--- src/rtl/mod_counter.sv ---
// Up/down modulo-(MAX+1) counter with enable, clamped parallel load, cascade carry,
// registered terminal-count pulse and a one-shot mode that freezes in DONE.
module mod_counter #(
  parameter int               WIDTH = 26,
  parameter logic [WIDTH-1:0] MAX   = '1
) (
  input  logic             CLK,
  input  logic             RESETN,
  input  logic             CE,
  input  logic             UP,
  input  logic             LD,
  input  logic [WIDTH-1:0] D,
  input  logic             ONESHOT,
  output logic [WIDTH-1:0] O,
  output logic             COUT,
  output logic             TC,
  output logic             DONE
);

  typedef enum logic {
    ST_RUN  = 1'b0,
    ST_DONE = 1'b1
  } state_t;

  state_t           state, state_next;
  logic [WIDTH-1:0] count, count_next;
  logic             tc_q, tc_next;
  logic             term;
  logic             term_event;

  always_ff @(posedge CLK) begin
    if (!RESETN) begin
      state <= ST_RUN;
      count <= '0;
      tc_q  <= 1'b0;
    end else begin
      state <= state_next;
      count <= count_next;
      tc_q  <= tc_next;
    end
  end

  // Terminal event doubles as the cascade carry, so it must be qualified by
  // everything that would stop this stage from actually wrapping this edge.
  always_comb begin
    term       = UP ? (count == MAX) : (count == '0);
    term_event = CE && !LD && RESETN && (state == ST_RUN) && term;
    state_next = state;
    count_next = count;
    tc_next    = 1'b0;
    if (LD) begin
      state_next = ST_RUN;
      count_next = (D > MAX) ? MAX : D;
    end else if (CE && (state == ST_RUN)) begin
      tc_next = term_event;
      if (term && ONESHOT) begin
        state_next = ST_DONE;
      end else if (UP) begin
        count_next = term ? '0 : count + WIDTH'(1);
      end else begin
        count_next = term ? MAX : count - WIDTH'(1);
      end
    end
  end

  assign O    = count;
  assign COUT = term_event;
  assign TC   = tc_q;
  assign DONE = (state == ST_DONE);

endmodule

--- config.mk ---
export PLATFORM = sky130hd
export DESIGN_NAME = mod_counter
export DESIGN_NICKNAME = d
export VERILOG_FILES = /design/src/rtl/mod_counter.sv
export SDC_FILE = /design/constraint.sdc
export NUM_CORES = 1
export LEC_CHECK = 0
export ABC_AREA = 1
export CORE_AREA = 5 5 95 97
export CTS_BUF_LIST = sky130_fd_sc_hd__clkbuf_2 sky130_fd_sc_hd__clkbuf_4 sky130_fd_sc_hd__clkbuf_8
export DETAILED_ROUTE_END_ITERATION = 10
export DIE_AREA = 0 0 100 102
export SLEW_MARGIN = 40
export SYNTH_ARGS = -nofsm -noshare
export SYNTH_HDL_FRONTEND = slang
export SYNTH_SLANG_ARGS = --single-unit
export TNS_END_PERCENT = 20
--- constraint.sdc ---
create_clock -name CLK -period 2.9 [get_ports CLK]
set_input_delay 0.29 -clock CLK [delete_from_list [all_inputs] [get_ports CLK]]
set_output_delay 0.29 -clock CLK [all_outputs]
set_load 0.005 [all_outputs]
==> out/qor.txt, run 1 <==
CTS Buffer Depth -> 2
Flops & latches, synth -> 28
Setup_tns -> 0 ns
Final hold viol count -> 0
Clk pin slew, worst setup/hold paths -> 0.11 ns
Worst-margin pin slew -> 0.701 ns
Root Buffer Master -> clkbuf_8
Leakage -> 1.65 nW
CP Launch Type -> flip-flop
Hold path startpoint -> DONE
Dpl ws -> 0.197 ns
Area occupied by multi-input gates -> 2270 um^2
Grt ovf -> 0
FP Rows -> 33
Post-CTS Setup Repair Bufs -> 0
Post-Synthesis Cell Area -> 3150 um^2
Mapped Cells -> 574
First-iteration detailed-routing DRC count -> 248
Yosys warns -> 0
Die area -> 10,200 um^2
IO Port Bufs -> 60
Nets -> 664
Total GRT Usage -> 0.218
Cell variety after synth -> 34
Storage element area -> 562 um^2
Via count -> 3,827
Largest net degree at the start of global routing -> 42
Worst Hold Path Cells -> 2
Fin. max-slew vios -> 0
Clock Latency Late Sink -> 0.29 ns
VDD IR-drop max -> 0.175 mV
Setup violations, final -> 0
R2R Setup Slk -> 0.39 ns
Sequential fraction of the synthesis area -> 0.178
Detailed Routing Iterations Pass 1 -> 5
Mean Syn Cell Area -> 5.49 um^2
Final wirelength -> 11,000 um
Layout area overhead -> 24.6%
Hold Crit Endpoint -> DONE
RSZ-0062 raised after global routing -> false
Die X -> 100 um
Mux cell area share after synthesis -> 0
Worst EP arrival -> 2.41 ns
Post-synth ARST share -> 0
Initial antenna violation count -> 0
P per Cell Area -> 330 nW/um^2
First-pass GRT wire length -> 18,000 um
TritonCTS Buffers -> 3
Hold crit path type -> reg -> reg
DR WL/cell -> 15.0 um
DP HPWL -> 8430 um
Fmax -> 0.370 GHz
Largest family of logic cells by synthesized area -> simple AND/OR/NAND/NOR gates
Max-cap violations -> 0
Period minus WS final -> 2.70 ns
Vias in the first global route -> 3,540
Slew HR -> 0.531
EDFF count, synth -> 0
Synthesized-area fraction occupied by adder cells -> 0.00794
Fin worst setup slack -> 0.199 ns
Worst-case clock skew -> 0.0109 ns
Layout cell share with drive strength beyond 1 -> 0.0859
Worst-path fanout max -> 5
Top Ports -> 61
Simple-gate share of the synthesized area -> 0.560
Syn nets -> 608
Synth Area in Compound Gates -> 0.0881
DRT antenna net count -> 0
Top_reg_cell synth -> dfxtp_1
DR vias/cell -> 5.21
Crit path kind -> reg -> out
N_diodes -> 0
Status -> finished clean
Post-synthesis xor/xnor area fraction -> 0.0611
Kind of end point of the critical path -> output port
Critical path data required time -> 2.61 ns
Number of H-tree levels -> 1
FILL cells -> 870
Worst r2r src -> O[0]
Starting Density -> 0.391
Placer Congestion -> 1.01
R2r endpoint -> O[6]
Die height -> 102 um
Core area -> 8050 um^2
TritonCTS clock tree -> built
Clock sinks -> 28
DRC viols -> 0
FF-to-FF path depth -> 12
Final worst-path cycle share -> 0.931
[logic make-up (layout without fill, tap and decap cells)]
group,count (synthesis),in the layout
AO/OA/AOI/OAI,54,54
AND/OR/NAND/NOR,399,399
buffers and inverters,69,124
adder cells (fa/ha/maj),2,2
flip-flops,28,28
XOR/XNOR,22,22
[flip-flops by register name, summed over array words and instances, names as in the netlist]
name and flops:
DONE 1, O 26, TC 1
[synthesized netlist by cell type (2+ instances only)]
| cell type | instances | area [um^2] |
|---|---|---|
| nand3_4 | 2 | 35.0 |
| clkinv_1 | 2 | 7.51 |
| dfxtp_1 | 28 | 561 |
| ha_1 | 2 | 25.0 |
| a21oi_1 | 26 | 130 |
| nand4_1 | 16 | 100 |
| nand3_2 | 2 | 20.0 |
| nand3_1 | 69 | 345 |
| nor3_1 | 3 | 15.0 |
| o21ai_1 | 9 | 45.0 |
| inv_1 | 33 | 124 |
| o21ai_0 | 16 | 80.1 |
| xor2_1 | 20 | 175 |
| a211oi_1 | 2 | 15.0 |
| buf_6 | 5 | 56.3 |
| nor2_1 | 112 | 420 |
| clkbuf_1 | 9 | 33.8 |
| buf_1 | 3 | 11.3 |
| and2_1 | 2 | 12.5 |
| xnor2_1 | 2 | 17.5 |
| nand2_2 | 5 | 31.3 |
| nor2_2 | 7 | 43.8 |
| nor2_4 | 4 | 45.0 |
| buf_2 | 9 | 45.0 |
| nand2_1 | 173 | 649 |
| buf_4 | 5 | 37.5 |
[metrics by stage]
stage | hold WS (ns) | total power, mW | std cells | instance area [um^2] | util
2_1_floorplan | 0.458 | 0.817 | 574 | 3150 | -
3_3_place_gp | 0.491 | 1.03 | 730 | 3870 | 0.480
3_5_place_dp | 0.490 | 1.03 | 730 | 3870 | 0.480
4_1_cts | 0.516 | 1.31 | 734 | 3930 | 0.488
5_1_grt | 0.548 | 1.39 | 734 | 3930 | 0.488
6_report | 0.507 | 1.30 | 734 | 3930 | 0.488
[placed cells by master, fill, tap and decap left out, drive strengths merged]
master / Yosys / layout
a211oi: 2 / 2
a21o: 1 / 1
a21oi: 26 / 26
and2: 3 / 3
buf: 22 / 23
clkbuf: 10 / 4
clkdlybuf4s50: 0 / 59
clkinv: 2 / 2
dfxtp: 28 / 28
dlygate4sd2: 0 / 1
ha: 2 / 2
inv: 35 / 35
nand2: 180 / 180
nand3: 73 / 73
nand4: 16 / 16
nor2: 123 / 123
nor3: 4 / 4
o21ai: 25 / 25
xnor2: 2 / 2
xor2: 20 / 20
[metal layers]
| layer | share of wire | GRT usage | wire, um |
|---|---|---|---|
| met1 | 0.46 | 0.302 | 5080 |
| met2 | 0.46 | 0.365 | 5120 |
| met3 | 0.057 | 0.0239 | 624 |
| met4 | 0.019 | 0.0508 | 209 |
| met5 | 0 | 0 | 0 |
[worst max-delay path by stage]
stage	start	end	cells after the start	slack, ns
3_3_place_gp	O[0]	COUT	11	0.22
5_1_grt	O[0]	COUT	11	0.02
4_1_cts	O[0]	COUT	11	0.19
6_report	O[0]	COUT	11	0.20
2_1_floorplan	O[0]	COUT	9	0.94
3_5_place_dp	O[0]	COUT	11	0.20
[report_power, final]
group          internal [mW]  leakage (nW)  total [mW]  switching (mW)
clock                  0.122        0.0288       0.275           0.153
sequential             0.415         0.232       0.472          0.0568
combinational          0.240          1.39       0.548           0.308
total                  0.778          1.65        1.30           0.517
[worst max-delay path: stages, from the launching register on]
cell	delay, ns
dfxtp_1	0.35
inv_1	0.11
ha_1	0.21
nand2_2	0.11
nor2_4	0.15
inv_1	0.07
nor2_1	0.12
inv_1	0.09
nor3_1	0.16
nand4_1	0.16
a211oi_2	0.33
dlygate4sd2_1	0.28
[area by class of cell]
cell class / count / area share
sequential: 28 / 0.143
inverter: 37 / 0.0360
tap: 105 / 0.0335
multi-input combinational: 477 / 0.577
timing repair buffer: 83 / 0.197
clock buffer: 4 / 0.0140
[what timing repair did]
action	CTS	global route
hold endpoints to repair	0	0
hold buffers	0	0
resized for setup	3	0
endpoints found under the setup margin	1	0
No activity file was read; power rests on OpenSTA's default activity.
==> run 2: changes to the inputs <==
--- a/config.mk
+++ b/config.mk
@@ -10,6 +10,7 @@
 export CTS_BUF_LIST = sky130_fd_sc_hd__clkbuf_2 sky130_fd_sc_hd__clkbuf_4 sky130_fd_sc_hd__clkbuf_8
 export DETAILED_ROUTE_END_ITERATION = 10
 export DIE_AREA = 0 0 100 102
+export DONT_BUFFER_PORTS = 1
 export SLEW_MARGIN = 40
 export SYNTH_ARGS = -nofsm -noshare
 export SYNTH_HDL_FRONTEND = slang
==> run 2 against run 1 <==
Count of clock-buffer cells in the layout is 1 lower. Design area is 19% lower. Non-clock buffer count fell by 76. Global-route usage decreased by 1.5 points. Largest power group is now registers. First-iteration DRC count decreased by 14%. Final cell count fell by 10%. Highest routed layer unchanged. Critical path depth down 1. Sequential share of layout area is 3.3 points higher. Clock skew down 0.0054 ns. Wire length shrank 5.9%. Die area unchanged.
==> out/qor.txt, run 2 (synthesis gave the netlist of run 1 again) <==
Status -> finished clean
Final worst-path cycle share -> 0.920
Kind of end point of the critical path -> output port
CP Launch Type -> flip-flop
Most frequent cells in the layout -> nand2_1, nor2_1, nand3_1
Via count -> 3,556
Commonest non-fill, non-tap cell in the layout -> nand2_1
Placer Congestion -> 0.899
Final hold viol count -> 0
Detailed Routing Iterations Pass 1 -> 5
Peak per-stage delay on the critical path -> 0.42 ns
First-iteration detailed-routing DRC count -> 213
Total GRT Usage -> 0.203
Max FFs per register -> 26
Die area -> 10,200 um^2
Seq pwr share -> 0.441
Layout area overhead -> 1.31%
Crit path kind -> reg -> out
Vias in the first global route -> 3,370
Clock Power Share -> 0.210
Hold Buf Count CTS -> 0
FP Rows -> 33
Pint -> 0.647 mW
Slowest-stage cell, CP -> dfxtp_1
Post-CTS Setup Repair Bufs -> 0
Clock sinks -> 28
P per Cell Area -> 352 nW/um^2
RSZ-0062 raised after global routing -> false
Number of H-tree levels -> 1
Most used cell, CP -> inv_1
Setup violations, final -> 0
Crit-path cells -> inv_1 -> ha_1 -> nand2_2 -> nor2_4 -> inv_1 -> nor2_1 -> inv_1 -> nor3_1 -> nand4_1 -> a211oi_2
Post-cts resize count -> 0
Largest net degree at the start of global routing -> 37
VDD IR-drop max -> 0.155 mV
First-pass GRT wire length -> 16,800 um
Worst EP arrival -> 2.38 ns
Sw Ratio -> 0.425
Critical path data required time -> 2.61 ns
Fmax -> 0.375 GHz
Buf/Inv on CP -> 3
Core area -> 8050 um^2
Combinational share of power -> 0.349
Hold crit path type -> in -> reg
Fin. max-slew vios -> 0
P_sw -> 0.477 mW
Tot Pwr -> 1.12 mW
FILL cells -> 946
DRT antenna net count -> 0
CTS Buffer Depth -> 2
DR WL/cell -> 15.8 um
Root Buffer Master -> clkbuf_8
Setup_tns -> 0 ns
Max-cap violations -> 0
Clock Latency Late Sink -> 0.29 ns
Worst-case clock skew -> 0.00556 ns
Die X -> 100 um
Top Ports -> 61
TritonCTS clock tree -> built
Worst-margin pin slew -> 0.711 ns
Leakage -> 1.33 nW
Min Hold Slack -> 0.125 ns
Starting Density -> 0.391
Worst-path fanout max -> 8
Initial antenna violation count -> 0
IO Port Bufs -> 0
Grt ovf -> 0
DRC viols -> 0
Slew HR -> 0.525
Final wirelength -> 10,400 um
Clk pin slew, worst setup/hold paths -> 0.11 ns
TritonCTS Buffers -> 3
DP HPWL -> 7850 um
Period minus WS final -> 2.67 ns
Nets -> 588
Layout cell share with drive strength beyond 1 -> 0.0652
Crit-path leading delay family -> simple AND/OR/NAND/NOR gates
DR vias/cell -> 5.41
N_diodes -> 0
Die height -> 102 um
## run 2: changes by cell type in the layout (fill, tap and decap cells not counted)
cell             before  now
dlygate4sd2_1         1    0
buf_4                23    7
clkbuf_8              4    3
dfxtp_1              27   28
clkdlybuf4s50_1      59    0
dfxtp_2               1    0
## run 2: worst register-to-register path, cell delays in order, from the launching register on
cell,delay (ns)
dfxtp_1,0.51
ha_1,0.25
nand2_1,0.12
nor2_4,0.14
nand2_2,0.11
nor2_4,0.20
nand3_4,0.15
nand2_4,0.18
nand3_4,0.15
nand2_8,0.24
inv_4,0.13
o21ai_1,0.16
nor2_1,0.05
## run 2: worst paths after layout
kind | startpoint | depth (start not counted) | end | slack, ns
max | O[0] | 10 | COUT | 0.23
min | RESETN | 2 | O[4] | 0.13
max reg2reg | O[0] | 12 | O[0] | 0.43
min reg2reg | DONE | 2 | DONE | 0.53
## run 2: area by class of cell
type,instances,area (um^2),area share
multi-input combinational,477,2270,0.710
clock buffer,3,41.3,0.0129
inverter,37,141,0.0443
timing repair buffer,7,52.6,0.0165
sequential,28,561,0.176
tap,105,131,0.0411
## run 2: stage by stage
stage | std cells | area [um^2] | util | setup WS [ns]
2_1_floorplan | 574 | 3150 | - | 0.939
3_3_place_gp | 654 | 3150 | 0.391 | 0.522
3_5_place_dp | 654 | 3150 | 0.391 | 0.450
4_1_cts | 657 | 3190 | 0.396 | 0.164
5_1_grt | 657 | 3190 | 0.397 | 0.0161
6_report | 657 | 3190 | 0.397 | 0.231
## run 2: routing by layer
| metal | routed length [um] | vias up | track usage |
|---|---|---|---|
| li1 | - | 1801 | - |
| met1 | 4600 | 1625 | 0.264 |
| met2 | 4910 | 112 | 0.355 |
| met3 | 646 | 18 | 0.0225 |
| met4 | 219 | 0 | 0.0622 |
| met5 | 0 | - | 0 |
## run 2: power by group through the flow
stage / logic, mW / registers (mW) / clock network (mW)
floorplan: 0.361 / 0.456 / 0
global placement: 0.385 / 0.505 / 0
detailed placement: 0.388 / 0.505 / 0
CTS: 0.390 / 0.496 / 0.243
global route: 0.446 / 0.503 / 0.255
finish: 0.392 / 0.495 / 0.236
